File: config.mk
export PLATFORM = sky130hd
export DESIGN_NAME = obst_motion_ctl
export DESIGN_NICKNAME = d
export VERILOG_FILES = /design/src/rtl/obst_motion_ctl.sv
export SDC_FILE = /design/constraint.sdc
export NUM_CORES = 1
export LEC_CHECK = 0
export BUFFER_PORTS_ARGS = -buffer_cell sky130_fd_sc_hd__buf_2
export CELL_PAD_IN_SITES_DETAIL_PLACEMENT = 0
export CELL_PAD_IN_SITES_GLOBAL_PLACEMENT = 1
export CORE_MARGIN = 2
export CORE_UTILIZATION = 43
export DETAILED_ROUTE_END_ITERATION = 6
export PLACE_DENSITY_LB_ADDON = 0.1
export SLEW_MARGIN = 5
export SYNTH_ARGS = -nofsm -noshare
export SYNTH_HDL_FRONTEND = slang
export SYNTH_SLANG_ARGS = --single-unit
File: constraint.sdc
create_clock -name clk -period 2.7 [get_ports clk]
set_clock_uncertainty 0.15 [all_clocks]
set_input_delay 0.405 -clock clk [delete_from_list [all_inputs] [get_ports clk]]
set_output_delay 0.405 -clock clk [all_outputs]
set_load 0.005 [all_outputs]
File: src/rtl/obst_motion_ctl.sv
// Moves N_OBST obstacle rows between Y_MIN and Y_MAX, with a dwell at each end; all outputs registered, move 1 clk after last divider count, no backpressure.
// Optional OBST_WRAP_MODE_EN adds a 'wrap' input selecting down-only motion that wraps from bottom to top.
module obst_motion_ctl #(
  parameter int N_OBST     = 4,
  parameter int W          = 12,
  parameter int XPOS_BASE  = 600,
  parameter int XPOS_PITCH = 60,
  parameter int Y_MIN      = 1,
  parameter int Y_MAX      = 300,
  parameter int STEP       = 1,
  parameter int DIV        = 1,
  parameter int DWELL      = 10
) (
  input  logic                clk,
  input  logic                rst,
  input  logic                en,
  input  logic                restart,
`ifdef OBST_WRAP_MODE_EN
  input  logic                wrap,
`endif
  output logic [N_OBST*W-1:0] xpos,
  output logic [N_OBST*W-1:0] ypos,
  output logic [N_OBST-1:0]   dir,
  output logic [N_OBST-1:0]   turn
);
  typedef enum logic [1:0] {ST_DOWN, ST_DWELL_BOT, ST_UP, ST_DWELL_TOP} state_t;

  localparam int DIV_W   = (DIV > 1) ? $clog2(DIV) : 1;
  localparam int DW_W    = (DWELL > 1) ? $clog2(DWELL) : 1;
  localparam int SPACING = (Y_MAX - Y_MIN) / N_OBST;
  localparam logic [W:0]       YMIN_X   = (W+1)'(Y_MIN);
  localparam logic [W:0]       YMAX_X   = (W+1)'(Y_MAX);
  localparam logic [W:0]       STEP_X   = (W+1)'(STEP);
  localparam logic [DIV_W-1:0] DIV_LAST = DIV_W'(DIV - 1);
  localparam logic [DW_W-1:0]  DW_LAST  = DW_W'((DWELL > 0) ? DWELL - 1 : 0);

  function automatic logic [W-1:0] init_y(input int i);
    return W'(Y_MIN + i * SPACING);
  endfunction

  // Odd channels start upward; one already sitting on the top limit starts in its dwell.
  function automatic state_t init_st(input int i);
    if (i % 2 == 0) return ST_DOWN;
    return (init_y(i) == W'(Y_MIN)) ? ST_DWELL_TOP : ST_UP;
  endfunction

  logic [DIV_W-1:0]  div_q, div_d;
  logic              tick;
  logic [W-1:0]      ypos_q [N_OBST];
  logic [W-1:0]      ypos_d [N_OBST];
  state_t            st_q   [N_OBST];
  state_t            st_d   [N_OBST];
  logic [DW_W-1:0]   dcnt_q [N_OBST];
  logic [DW_W-1:0]   dcnt_d [N_OBST];
  logic [N_OBST-1:0] dir_q, dir_d, turn_q, turn_d;
  logic [W:0]        y_x;

  always_comb begin
    tick   = en && (div_q == DIV_LAST);
    div_d  = (restart || !en || tick) ? '0 : div_q + 1'b1;
    dir_d  = dir_q;
    turn_d = '0;
    y_x    = '0;
    for (int i = 0; i < N_OBST; i++) begin
      ypos_d[i] = ypos_q[i];
      st_d[i]   = st_q[i];
      dcnt_d[i] = dcnt_q[i];
      y_x       = {1'b0, ypos_q[i]};
      if (restart) begin
        ypos_d[i] = init_y(i);
        st_d[i]   = init_st(i);
        dcnt_d[i] = '0;
        dir_d[i]  = (i % 2 == 1);
      end else if (tick) begin
        case (st_q[i])
          ST_DOWN: begin
            if (y_x + STEP_X >= YMAX_X) begin
              ypos_d[i] = W'(Y_MAX);
              turn_d[i] = 1'b1;
              if (DWELL > 0) st_d[i] = ST_DWELL_BOT;
              else begin
                st_d[i]  = ST_UP;
                dir_d[i] = 1'b1;
              end
            end else begin
              ypos_d[i] = ypos_q[i] + W'(STEP);
            end
          end
          ST_DWELL_BOT: begin
            if (dcnt_q[i] == DW_LAST) begin
              dcnt_d[i] = '0;
              st_d[i]   = ST_UP;
              dir_d[i]  = 1'b1;
            end else begin
              dcnt_d[i] = dcnt_q[i] + 1'b1;
            end
          end
          ST_UP: begin
            if (y_x <= YMIN_X + STEP_X) begin
              ypos_d[i] = W'(Y_MIN);
              turn_d[i] = 1'b1;
              if (DWELL > 0) st_d[i] = ST_DWELL_TOP;
              else begin
                st_d[i]  = ST_DOWN;
                dir_d[i] = 1'b0;
              end
            end else begin
              ypos_d[i] = ypos_q[i] - W'(STEP);
            end
          end
          ST_DWELL_TOP: begin
            if (dcnt_q[i] == DW_LAST) begin
              dcnt_d[i] = '0;
              st_d[i]   = ST_DOWN;
              dir_d[i]  = 1'b0;
            end else begin
              dcnt_d[i] = dcnt_q[i] + 1'b1;
            end
          end
          default: begin
            st_d[i]  = ST_DOWN;
            dir_d[i] = 1'b0;
          end
        endcase
`ifdef OBST_WRAP_MODE_EN
        // Down-only motion overrides the bounce FSM; leaving it resumes DOWN from here.
        if (wrap) begin
          st_d[i]   = ST_DOWN;
          dcnt_d[i] = '0;
          dir_d[i]  = 1'b0;
          if (y_x + STEP_X > YMAX_X) begin
            ypos_d[i] = W'(Y_MIN);
            turn_d[i] = 1'b1;
          end else begin
            ypos_d[i] = ypos_q[i] + W'(STEP);
            turn_d[i] = 1'b0;
          end
        end
`endif
      end
    end
  end

  always_ff @(posedge clk or negedge rst) begin
    if (!rst) begin
      div_q  <= '0;
      turn_q <= '0;
      for (int i = 0; i < N_OBST; i++) begin
        ypos_q[i] <= init_y(i);
        st_q[i]   <= init_st(i);
        dcnt_q[i] <= '0;
        dir_q[i]  <= (i % 2 == 1);
      end
    end else begin
      div_q  <= div_d;
      turn_q <= turn_d;
      dir_q  <= dir_d;
      for (int i = 0; i < N_OBST; i++) begin
        ypos_q[i] <= ypos_d[i];
        st_q[i]   <= st_d[i];
        dcnt_q[i] <= dcnt_d[i];
      end
    end
  end

  for (genvar g = 0; g < N_OBST; g++) begin : g_out
    assign xpos[g*W +: W] = W'(XPOS_BASE + g * XPOS_PITCH);
    assign ypos[g*W +: W] = ypos_q[g];
  end
  assign dir  = dir_q;
  assign turn = turn_q;
endmodule

==> impl_metrics.csv <==
group,metric,value,unit
synthesis,synthesis.area,6750,um2
worst_setup_path,worst-r2r-setup-slack,110,ps
worst_setup_path,ff2ff_path_depth,7,
worst_setup_path,timing.setup.critical_path_class,"reg -> reg",
finish,fillCellCount,1461,
synthesis,synth.ff_latch_count,81,
floorplan,core_region_area,15300,um2
synthesis,asyncSetResetFlopFracSynth,1.00,
floorplan,row_count,45,
outcome,run_status,"completed",
finish,insertedDiodeCount,0,
sta,fin_crit_sh,0.958,
global_routing,via_count_of_the_first_global_routing_pass,6059,
place,placed_cells,1125,
routing,dr_total_vias,6396,
routing,drt-initial-drc-count,473,
global_routing,global_route.usage.total,0.220,
worst_setup_path,worstReg2RegEnd,"st_q[7]$_DFFE_PN0P_",
global_routing,grt_antenna_before_repair,0,
clocking,clock-sinks,81,
clocking,skew_pair_late_insertion_delay,340,ps
routing,route.detailed.drc,0,
finish,post-route-cell-area,7670,um2
place,placed_area,7270,um2
synthesis,yosysSeqAreaShare,0.304,
synthesis,postSynthAreaPerCell,7.90,um2
place,gp_routability_congestion,0.857,
worst_setup_path,worstSetupStartpointType,"register",
sta,maxSlewViolCount,0,
sta,hold-worst-slack,342,ps
clocking,cts_root_buf,"clkbuf_16",
finish,final_net_count,967,
routing,route.detailed.wl_per_inst,16.0,um
sta,tightest_slew,686,ps
floorplan,die_area,16700,um2
clocking,cts-buffers-inserted,9,
synthesis,mapped_cells,855,
finish,post_layout_nonfiller_instances,1142,
synthesis,synth-edff-count,0,
sta,achievable-frequency,386,MHz
floorplan,horizontal_extent_of_the_die,129,um
finish,final_layout_size_suffix_gt1_frac,0.198,
run,maxCapViolations,0,
synthesis,ranking_of_synthesized_cells_by_area,"dfrtp_1, dfstp_2, ha_1",
routing,via_per_inst,5.60,
pwr,ir_worst_vdd,342,uV
worst_setup_path,critical_path.startpoint,"ypos[0]$_DFFE_PN1P_",
global_routing,grt_first_pass_wirelength,30.1,mm
global_routing,grt_start_max_net_pins,44,
synthesis,synth.top_cell.area_share,0.226,
sta,final_hold_viol_count,0,
synthesis,yosys.cell_types.count,81,
sta,timing.final.crit_period,2590,ps
pwr,power.total,0.00412,W
clocking,cts-root-to-sink-buffers,2,
worst_setup_path,cp_data_required_time,2790,ps
place,numPortBuffers,59,
worst_setup_path,worstPathMaxFanout,8,
sta,setup_viol,0,
worst_setup_path,critical_r2r_launch,"ypos[0]$_DFFE_PN1P_",
routing,drt_total_wl,18.3,mm
clocking,cts.reportedPaths.clkPinSlew,70,ps
floorplan,num_io_pins,108,
pwr,power_density,537,nW/um2
clocking,htree_levels,3,
worst_setup_path,crit_end,"st_q[7]$_DFFE_PN0P_",
worst_hold_path,timing.hold.worst.class,"reg -> reg",
synthesis,yosys_most_used_dff,"dfrtp_1",
synthesis,synth_largest_area_cell,"dfrtp_1",
sta,fin_setup_tns,0,ps
global_routing,overflow,0,
floorplan,die_y,129,um
finish,area_growth,13.6,%
pwr,p_leak,3.37,nW
routing,post_detailed_route_count_of_antenna_violating_nets,0,
routing,drt_first_pass_iters,5,
worst_setup_path,crit_path_end_kind,"register",
synthesis,ys.warnings.count,0,
floorplan,floorplan.initialDensity,0.443,
sta,worst_rel_slew_slack,0.540,
worst_setup_path,critPathArrivalTime,2680,ps
clocking,cts_tree,"built",
place,detailedPlacementHpwl,13.1,mm
==> critical path, cell delays in order, from the launching register on <==
cell and delay [ps]:
dfstp_2 610, nand3_2 100, or2_1 340, a221o_1 390, o311ai_4 490, o21a_4 200
nand4_1 90, o311ai_1 110
==> synth_stat cells, types with 5 or more instances <==
cell type and count:
nand3_1 28, o22ai_1 7, o31ai_1 11, nor2b_1 6, nand3b_1 6, o21ai_0 79, a21oi_1 58, buf_4 53
nor4_1 11, nand2b_1 16, and3_1 9, xnor2_1 12, nor3_1 28, xor2_1 7, dfrtp_1 61, ha_1 37
buf_2 14, inv_1 42, dfstp_2 20, and2_1 5, nand2_1 81, o21a_1 8, o41ai_1 9, nor2_1 72
a211oi_1 8, o21ai_1 5, a21o_1 7, a31oi_1 17, nor3b_1 5, nand4_1 12, or2_2 8, clkbuf_1 20
or3_1 9
==> power breakdown <==
group / switching (W) / internal (W) / total, W
clock: 0.000557 / 0.000718 / 0.00128
sequential: 0.000155 / 0.00134 / 0.00150
combinational: 0.000823 / 0.000527 / 0.00135
==> sequential cells by signal, summed over array words and instances (netlist names) <==
| name | flops |
|---|---|
| dir | 4 |
| turn | 4 |
| div_q | 1 |
| st_q | 8 |
| ypos | 48 |
| dcnt_q | 16 |
==> cells by family after synthesis <==
kind of cell,count (synthesis),share of synthesized area
AO/OA/AOI/OAI,263,0.256
XOR/XNOR,19,0.0246
adder cells (fa/ha/maj),37,0.0686
buffers and inverters,134,0.108
flip-flops,81,0.304
multiplexers,3,0.00445
other,2,0.00111
AND/OR/NAND/NOR,316,0.233
==> metal layers <==
layer  global-route usage  up-vias  share of wire  wire length (um)
li1                     -     3138              -                 -
met1                0.300     3043           0.47              8610
met2                0.363      192           0.47              8690
met3               0.0256       23          0.040               733
met4               0.0774        0          0.016               286
met5                    0        -              0                 0
==> cell type report <==
type | instances | area [um2] | area share
clock buffer | 9 | 225 | 0.0294
clock inverter | 7 | 71.3 | 0.00930
inverter | 42 | 158 | 0.0206
multi-input combinational | 687 | 4240 | 0.553
sequential | 81 | 2050 | 0.268
tap | 211 | 264 | 0.0344
timing repair buffer | 105 | 658 | 0.0858
==> metrics by stage <==
stage | setup slack [ps] | utilization
after floorplan | 165 | -
after detailed placement | 96.2 | 0.477
after global placement | 132 | 0.477
after CTS | 76.8 | 0.497
final | 112 | 0.503
after global routing | -21.6 | 0.503
==> worst min path at each step <==
stage | from | endpoint | slack (ps) | cells past startpoint
final | dcnt_q[15]$_DFFE_PN0P_ | dcnt_q[15]$_DFFE_PN0P_ | 340 | 1
after global routing | dcnt_q[15]$_DFFE_PN0P_ | dcnt_q[15]$_DFFE_PN0P_ | 380 | 1
after CTS | dcnt_q[15]$_DFFE_PN0P_ | dcnt_q[15]$_DFFE_PN0P_ | 340 | 1
after detailed placement | rst | ypos[32]$_DFFE_PN0P_ | 290 | 1
after global placement | rst | ypos[32]$_DFFE_PN0P_ | 290 | 1
after floorplan | rst | dcnt_q[0]$_DFFE_PN0P_ | -40 | 0
==> cells in the final DEF (no fill, tap or decap), types with 4 or more instances in the layout <==
| master | netlist | routed |
|---|---|---|
| o21ai_1 | 5 | 5 |
| nand4_1 | 12 | 12 |
| a21oi_1 | 58 | 58 |
| a31oi_1 | 17 | 16 |
| or3_1 | 9 | 9 |
| and2_1 | 5 | 6 |
| nand2b_1 | 16 | 15 |
| nor2_1 | 72 | 71 |
| nand2_1 | 81 | 81 |
| nand3_1 | 28 | 26 |
| nor3b_1 | 5 | 5 |
| o31ai_1 | 11 | 10 |
| o22ai_1 | 7 | 7 |
| a211oi_1 | 8 | 8 |
| nor2b_1 | 6 | 6 |
| buf_2 | 14 | 58 |
| a22o_1 | 4 | 4 |
| a21o_1 | 7 | 7 |
| or2_2 | 8 | 8 |
| nor4_1 | 11 | 8 |
| clkbuf_16 | 0 | 9 |
| o21ai_0 | 79 | 79 |
| ha_1 | 37 | 35 |
| and3_1 | 9 | 9 |
| o211ai_1 | 4 | 4 |
| o221ai_1 | 4 | 4 |
| dfrtp_1 | 61 | 61 |
| inv_1 | 42 | 42 |
| xnor2_1 | 12 | 12 |
| o21a_1 | 8 | 8 |
| xor2_1 | 7 | 7 |
| or4_1 | 4 | 4 |
| nand3b_1 | 6 | 6 |
| o41ai_1 | 9 | 9 |
| nor3_1 | 28 | 27 |
| dfstp_2 | 20 | 20 |
| conb_1 | 2 | 49 |
| buf_4 | 53 | 45 |
==> what timing repair did <==
action / 4_1_cts / 5_1_grt
setup buffers: 0 / 0
hold endpoints to repair: 30 / 0
setup endpoints to repair: 0 / 30
gates resized for setup: 0 / 18
hold buffers: 1 / 0
Note: power is estimated with default switching activity, not from simulation.
